File: config.mk
export PLATFORM = sky130hd
export DESIGN_NAME = uart_tx
export DESIGN_NICKNAME = d
export VERILOG_FILES = /design/src/rtl/uart_pkg.sv /design/src/rtl/baud_tick_gen.sv /design/src/rtl/uart_tx.sv
export SDC_FILE = /design/constraint.sdc
export NUM_CORES = 1
export LEC_CHECK = 0
export ABC_AREA = 1
export CAP_MARGIN = 10
export CORE_AREA = 3 3 44 76
export CTS_CLUSTER_SIZE = 10
export DETAILED_ROUTE_END_ITERATION = 7
export DIE_AREA = 0 0 47 79
export PLACE_DENSITY_LB_ADDON = 0.1
export SLEW_MARGIN = 20
export SYNTH_ARGS = -nofsm -noshare
export SYNTH_HDL_FRONTEND = slang
export SYNTH_SLANG_ARGS = --single-unit
export TNS_END_PERCENT = 10
File: constraint.sdc
create_clock -name clk_in -period 4.5 [get_ports clk_in]
set_clock_uncertainty 0.15 [all_clocks]
set_input_delay 0.45 -clock clk_in [delete_from_list [all_inputs] [get_ports clk_in]]
set_output_delay 0.45 -clock clk_in [all_outputs]
set_load 0.1 [all_outputs]
File: src/rtl/uart_pkg.sv
// uart_pkg: shared UART types and constants for the transmitter and future receiver
package uart_pkg;
  localparam int UART_DATA_BITS = 8;
  typedef enum logic [1:0] {IDLE, START, DATA, STOP} tx_state_t;
endpackage

File: src/rtl/baud_tick_gen.sv
// baud_tick_gen: bit-period counter that pulses tick_out on the last cycle of each bit
module baud_tick_gen #(
  parameter int DIVISOR = 868
) (
  input  logic clk_in,
  input  logic rst_in,
  input  logic en_in,
  output logic tick_out
);
  localparam int W = $clog2(DIVISOR);
  logic [W-1:0] cnt_q, cnt_d;
  assign tick_out = en_in && cnt_q == W'(DIVISOR - 1);
  always_comb cnt_d = (!en_in || tick_out) ? '0 : cnt_q + W'(1);
  always_ff @(posedge clk_in or posedge rst_in)
    if (rst_in) cnt_q <= '0;
    else cnt_q <= cnt_d;
endmodule

File: src/rtl/uart_tx.sv
// uart_tx: 8N1 LSB-first transmitter with a one-byte holding register for gapless frames
module uart_tx
  import uart_pkg::*;
#(
  parameter int CLK_HZ = 100_000_000,
  parameter int BAUD   = 115_200
) (
  input  logic       clk_in,
  input  logic       rst_in,
  input  logic [7:0] data_in,
  input  logic       valid_in,
  output logic       ready_out,
  output logic       tx_out,
  output logic       busy_out
);
  localparam int DIVISOR = CLK_HZ / BAUD;
  tx_state_t state_q, state_d;
  logic [UART_DATA_BITS-1:0] shift_q, shift_d, hold_q, hold_d;
  logic [2:0] idx_q, idx_d;
  logic full_q, full_d, tx_q, tx_d, tick, load, accept;
  baud_tick_gen #(.DIVISOR(DIVISOR)) u_tick (
    .clk_in  (clk_in),
    .rst_in  (rst_in),
    .en_in   (state_q != IDLE),
    .tick_out(tick)
  );
  always_comb begin
    state_d = state_q;
    shift_d = shift_q;
    idx_d   = idx_q;
    load    = 1'b0;
    case (state_q)
      IDLE:  if (full_q) begin
        load    = 1'b1;
        state_d = START;
      end
      START: if (tick) begin
        state_d = DATA;
        idx_d   = '0;
      end
      DATA:  if (tick) begin
        shift_d = shift_q >> 1;
        idx_d   = idx_q + 3'd1;
        if (idx_q == 3'(UART_DATA_BITS - 1)) state_d = STOP;
      end
      STOP:  if (tick) begin
        load    = full_q;
        state_d = full_q ? START : IDLE;
      end
      default: state_d = IDLE;
    endcase
    if (load) shift_d = hold_q;
  end
  assign accept = valid_in && !full_q;
  assign full_d = accept || (full_q && !load);
  assign hold_d = accept ? data_in : hold_q;
  // line level follows the state one cycle late so tx_out is a clean flop
  assign tx_d = state_q == START ? 1'b0 : state_q == DATA ? shift_q[0] : 1'b1;
  always_ff @(posedge clk_in or posedge rst_in)
    if (rst_in) begin
      state_q <= IDLE;
      shift_q <= '0;
      hold_q  <= '0;
      idx_q   <= '0;
      full_q  <= 1'b0;
      tx_q    <= 1'b1;
    end else begin
      state_q <= state_d;
      shift_q <= shift_d;
      hold_q  <= hold_d;
      idx_q   <= idx_d;
      full_q  <= full_d;
      tx_q    <= tx_d;
    end
  assign ready_out = !full_q;
  assign busy_out  = state_q != IDLE;
  assign tx_out    = tx_q;
endmodule

==> flow_metrics.env, run 1 <==
export IMPL_status="finished, final reports clean"
export IMPL_die_y_um=79
export IMPL_clock_latency_ns=0.28
export IMPL_ys_types=28
export IMPL_row_count=25
export IMPL_wirelength_um=3070
export IMPL_arrival_ns=2.39
export IMPL_hpwlAfterDp_um=2340
export IMPL_seqCellArea_um2=827
export IMPL_fin_cells=217
export IMPL_multi_input_area_um2=739
export IMPL_p_sw_mw=0.136
export IMPL_setup_viol=0
export IMPL_ctsResizeCount=0
export IMPL_ant_nets=0
export IMPL_clockRootBuffer="clkbuf_8"
export IMPL_worst_pin_slew_ns=0.966
export IMPL_synth_edff_count=0
export IMPL_critPathLaunchType="register"
export IMPL_hold_violations=0
export IMPL_clk_pin_slew_ns=0.06
export IMPL_io_pins=14
export IMPL_drive_gt1_frac=0.147
export IMPL_critPathMaxFanout=5
export IMPL_max_vdd_ir_drop_mv=0.251
export IMPL_core_um2=2750
export IMPL_placed_cell_area_um2=1790
export IMPL_die_w_um=47
export IMPL_required_ns=3.90
export IMPL_cp_end_kind="primary output"
export IMPL_holdWs_ns=0.327
export IMPL_post_cts_buffers=0
export IMPL_swShare=0.223
export IMPL_grt_max_degree=34
export IMPL_pwr_density_cell_nw_per_um2=325
export IMPL_num_vias=1245
export IMPL_yosysTopAreaCell="dfrtp_1"
export IMPL_cts_max_level=2
export IMPL_io_buffers=13
export IMPL_tns_ns=0
export IMPL_layout_nets=209
export IMPL_place_congestion=0.760
export IMPL_cts_num_sinks=33
export IMPL_hold_depth=2
export IMPL_drt_iter0_markers=30
export IMPL_wire_per_inst_um=14.1
export IMPL_cts_buffer_depth=2
export IMPL_cts_hold_buf=0
export IMPL_slowest_delay_ns=1.16
export IMPL_p_seq_frac=0.551
export IMPL_worstPathCellList="inv_1 > ha_1 > inv_1 > clkdlybuf4s50_1"
export IMPL_cp_slowest_cell="clkdlybuf4s50_1"
export IMPL_track_usage=0.204
export IMPL_post_synth_inst_count=171
export IMPL_finish_instance_area_um2=1880
export IMPL_fin_crit_sh=0.664
export IMPL_fillers=216
export IMPL_clkPwrFrac=0.363
export IMPL_maxSlewViolCount=0
export IMPL_grt_pass1_vias=1272
export IMPL_grt_overflow_total=0
export IMPL_dieArea_um2=3710
export IMPL_power_internal_mw=0.474
export IMPL_fin_crit_ns=2.99
export IMPL_max_cap_viol_count=0
export IMPL_netlist_area_um2=1640
export IMPL_final_core_util=0.682
export IMPL_placedCellCount=210
export IMPL_path_common_cell="inv_1"
export IMPL_synth_nets=190
export IMPL_start_util=0.595
export IMPL_first_pass_iters=4
export IMPL_p_leak_nw=0.873
export IMPL_setup_slack_ns=1.51
export IMPL_crit_family="buffers and inverters"
export IMPL_place_ws_ns=1.82
export IMPL_syn_area_per_cell_um2=9.58
export IMPL_grt_pass1_wl_um=5430
export IMPL_antenna_found_initial=0
export IMPL_synthTopCellsByArea="dfrtp_1, nand3_1, ha_1"
export IMPL_ys_ff_latch=33
export IMPL_async_reset_ff_frac=1.00
export IMPL_crit_type="register to primary output"
export IMPL_area_delta_synth_final_pct=14.6
export IMPL_rsz0062_at_grt="false"
export IMPL_cts_tree="done"
export IMPL_num_antenna_cells=0
export IMPL_path_buf_inv=3
export IMPL_cts_inserted_buffers=5
export IMPL_vias_per_cell=5.74
export IMPL_seq_area_frac_synth=0.505
export IMPL_path_depth=4
export IMPL_yosysWarnings=0
export IMPL_drc_errors=0
export IMPL_rr_worst_depth=6
export IMPL_min_path_type="register to register"
export IMPL_p_total_mw=0.610
export IMPL_p_comb_frac=0.087
export IMPL_fmax_mhz=334
export IMPL_ys_flop_type="dfrtp_1"
export IMPL_synth_top_area_frac=0.489
export IMPL_max_slew_margin=0.354
==> flip-flops by register name, indices dropped and copies added, names as in the netlist <==
name	flops
tx_out	1
full_q	1
state_q	2
hold_q	8
shift_q	8
u_tick.cnt_q	10
idx_q	3
==> worst paths after layout <==
path	end	slack, ns	startpoint
max	busy_out	1.51	state_q[0]
min	idx_q[2]	0.33	idx_q[2]
max reg2reg	shift_q[1]	2.54	state_q[0]
min reg2reg	idx_q[2]	0.33	idx_q[2]
max in group asynchronous	tx_out	3.46	rst_in
min in group asynchronous	u_tick.cnt_q[9]	0.41	rst_in
==> worst reg2reg max path, delay by kind of cell (launching register included) <==
kind	cells	cell delay, ns
buf+inv	1	0.12
flops	1	0.42
simple gates	4	0.80
fa+ha+maj	1	0.36
==> power groups by stage <==
stage	logic (mW)	registers [mW]	clock network (mW)
2_1_floorplan	0.0378	0.338	0
3_3_place_gp	0.0518	0.340	0
3_5_place_dp	0.0544	0.342	0
4_1_cts	0.0544	0.336	0.227
5_1_grt	0.0596	0.339	0.242
6_report	0.0528	0.336	0.221
==> cells in the mapped netlist, types with 3 or more instances <==
library cell	count
nand2_1	26
ha_1	8
nor2_1	14
nor3_1	6
a21oi_1	6
nor2_2	3
nand3_1	32
dfrtp_1	32
inv_1	12
mux2_2	7
==> routing by layer <==
layer	track usage	wire [um]	part of all wire	vias to the layer above
met5	0	0	0	-
met3	0.0499	107	0.035	11
met4	0.102	99	0.032	0
li1	-	-	-	613
met2	0.365	1780	0.58	29
met1	0.201	1080	0.35	592
==> layout by cell type (no fill, tap or decap), types with 7 or more instances in the layout <==
cell / count
nor2_1: 14
inv_1: 12
ha_1: 8
nand2_1: 26
nand3_1: 32
mux2_2: 7
clkdlybuf4s50_1: 13
dfrtp_1: 32
==> final cells by class <==
type	instances	share of cell area
Tap cell	27	0.0180
Clock buffer	7	0.0460
Multi-Input combinational cell	122	0.394
Inverter	14	0.0280
Sequential cell	33	0.441
Timing Repair Buffer	14	0.0733
==> cells by family after synthesis <==
| logic type | count (synthesis) | synth area share |
|---|---|---|
| adders and majority gates | 8 | 0.0611 |
| and+or+nand+nor | 94 | 0.294 |
| muxes | 7 | 0.0481 |
| xor gates and xnor gates | 2 | 0.0107 |
| buffers and inverters | 16 | 0.0435 |
| AOI/OAI and AO/OA | 11 | 0.0374 |
| DFF | 33 | 0.505 |
Power figures use the tool's default switching activity.
==> run 2: changes to the inputs <==
Settings changed: CORE_AREA 3 3 44 76 to 3 3 47 81, DIE_AREA 0 0 47 79 to 0 0 50 84.
Clock period 4.5 ns to 2.7 ns, I/O delays scaled along.
==> flow_metrics.env, run 2 (synthesis results as in run 1) <==
export IMPL_top_regs="u_tick.cnt_q x10, hold_q x8, shift_q x8"
export IMPL_vias_per_cell=5.20
export IMPL_layout_nets=209
export IMPL_die_y_um=84
export IMPL_largest_reg_flops=10
export IMPL_worst_pin_slew_ns=0.418
export IMPL_clock_latency_ns=0.28
export IMPL_clockRootBuffer="clkbuf_8"
export IMPL_cts_hold_buf=0
export IMPL_arrival_ns=1.56
export IMPL_rsz0062_at_grt="false"
export IMPL_setup_viol=0
export IMPL_wirelength_um=3130
export IMPL_cts_num_sinks=33
export IMPL_rr_worst_depth=6
export IMPL_area_delta_synth_final_pct=17.2
export IMPL_ant_nets=0
export IMPL_dieArea_um2=4200
export IMPL_cts_buffer_depth=2
export IMPL_drt_iter0_markers=34
export IMPL_wire_per_inst_um=13.4
export IMPL_grt_max_degree=34
export IMPL_max_slew_margin=0.721
export IMPL_p_leak_nw=0.890
export IMPL_io_pins=14
export IMPL_num_antenna_cells=0
export IMPL_status="finished, final reports clean"
export IMPL_tns_ns=0
export IMPL_hold_violations=0
export IMPL_max_cap_viol_count=0
export IMPL_track_usage=0.177
export IMPL_largest_register="u_tick.cnt_q"
export IMPL_fillers=282
export IMPL_final_cell_mix="nand3_1, dfrtp_1, nand2_1"
export IMPL_row_count=27
export IMPL_grt_pass1_vias=1372
export IMPL_cts_inserted_buffers=5
export IMPL_grt_overflow_total=0
export IMPL_post_cts_buffers=0
export IMPL_required_ns=2.28
export IMPL_drc_errors=0
export IMPL_critPathLaunchType="register"
export IMPL_cts_tree="done"
export IMPL_grt_pass1_wl_um=5650
export IMPL_fin_crit_sh=0.732
export IMPL_fmax_mhz=506
export IMPL_fin_crit_ns=1.98
export IMPL_maxSlewViolCount=0
export IMPL_place_congestion=0.791
export IMPL_pwr_density_cell_nw_per_um2=585
export IMPL_drive_gt1_frac=0.168
export IMPL_min_path_type="input pin to async pin"
export IMPL_first_pass_iters=4
export IMPL_cp_end_kind="primary output"
export IMPL_cts_max_level=2
export IMPL_start_util=0.510
export IMPL_p_total_mw=1.12
export IMPL_hpwlAfterDp_um=2390
export IMPL_clk_pin_slew_ns=0.07
export IMPL_critPathMaxFanout=5
export IMPL_antenna_found_initial=0
export IMPL_crit_type="register to primary output"
export IMPL_max_vdd_ir_drop_mv=0.446
export IMPL_core_um2=3210
export IMPL_io_buffers=13
export IMPL_die_w_um=50
export IMPL_num_vias=1216
export IMPL_ctsResizeCount=0
[run 2: area by class of cell]
type	count	area, um2	share of cell area
Clock buffer	7	86.3	0.0450
Clock inverter	1	30.0	0.0156
Multi-Input combinational cell	122	739	0.385
Timing Repair Buffer	14	130	0.0678
Inverter	14	52.6	0.0274
Tap cell	43	53.8	0.0280
Sequential cell	33	827	0.431
[run 2: final timing paths]
check	end	slack (ns)	start
max in group asynchronous	tx_out	1.84	rst_in
min in group clk_in	idx_q[2]	0.33	idx_q[2]
worst min register to register	idx_q[2]	0.33	idx_q[2]
worst max-delay path	busy_out	0.72	state_q[0]
worst max register to register	shift_q[4]	0.81	state_q[0]
worst min-delay path	idx_q[0]	0.22	rst_in
[run 2: critical path, cell delays in order, from the launching register on]
cell and delay (ns):
dfrtp_1 0.41, inv_1 0.12, ha_1 0.25, inv_1 0.17, buf_4 0.32
[run 2: power by group]
part,switching [mW],internal [mW]
clock network,0.174,0.301
logic,0.0396,0.0485
registers,0.0221,0.539
[run 2: metal layers]
| metal | vias up | track usage | part of all wire |
|---|---|---|---|
| met5 | - | 0 | 0 |
| met4 | 0 | 0.113 | 0.034 |
| met3 | 11 | 0.0340 | 0.033 |
| met2 | 24 | 0.340 | 0.58 |
| met1 | 570 | 0.156 | 0.36 |
| li1 | 611 | - | - |
[run 2: through the flow]
stage          setup WS (ns)  instances  utilization  area, um2  hold WS (ns)
3_5_place_dp           0.796        226        0.562       1800         0.316
6_report               0.722        234        0.598       1920         0.219
3_3_place_gp           0.863        226        0.562       1800         0.310
4_1_cts                0.718        234        0.598       1920         0.240
2_1_floorplan          0.454        171            -       1640         0.248
5_1_grt                0.641        234        0.598       1920         0.271
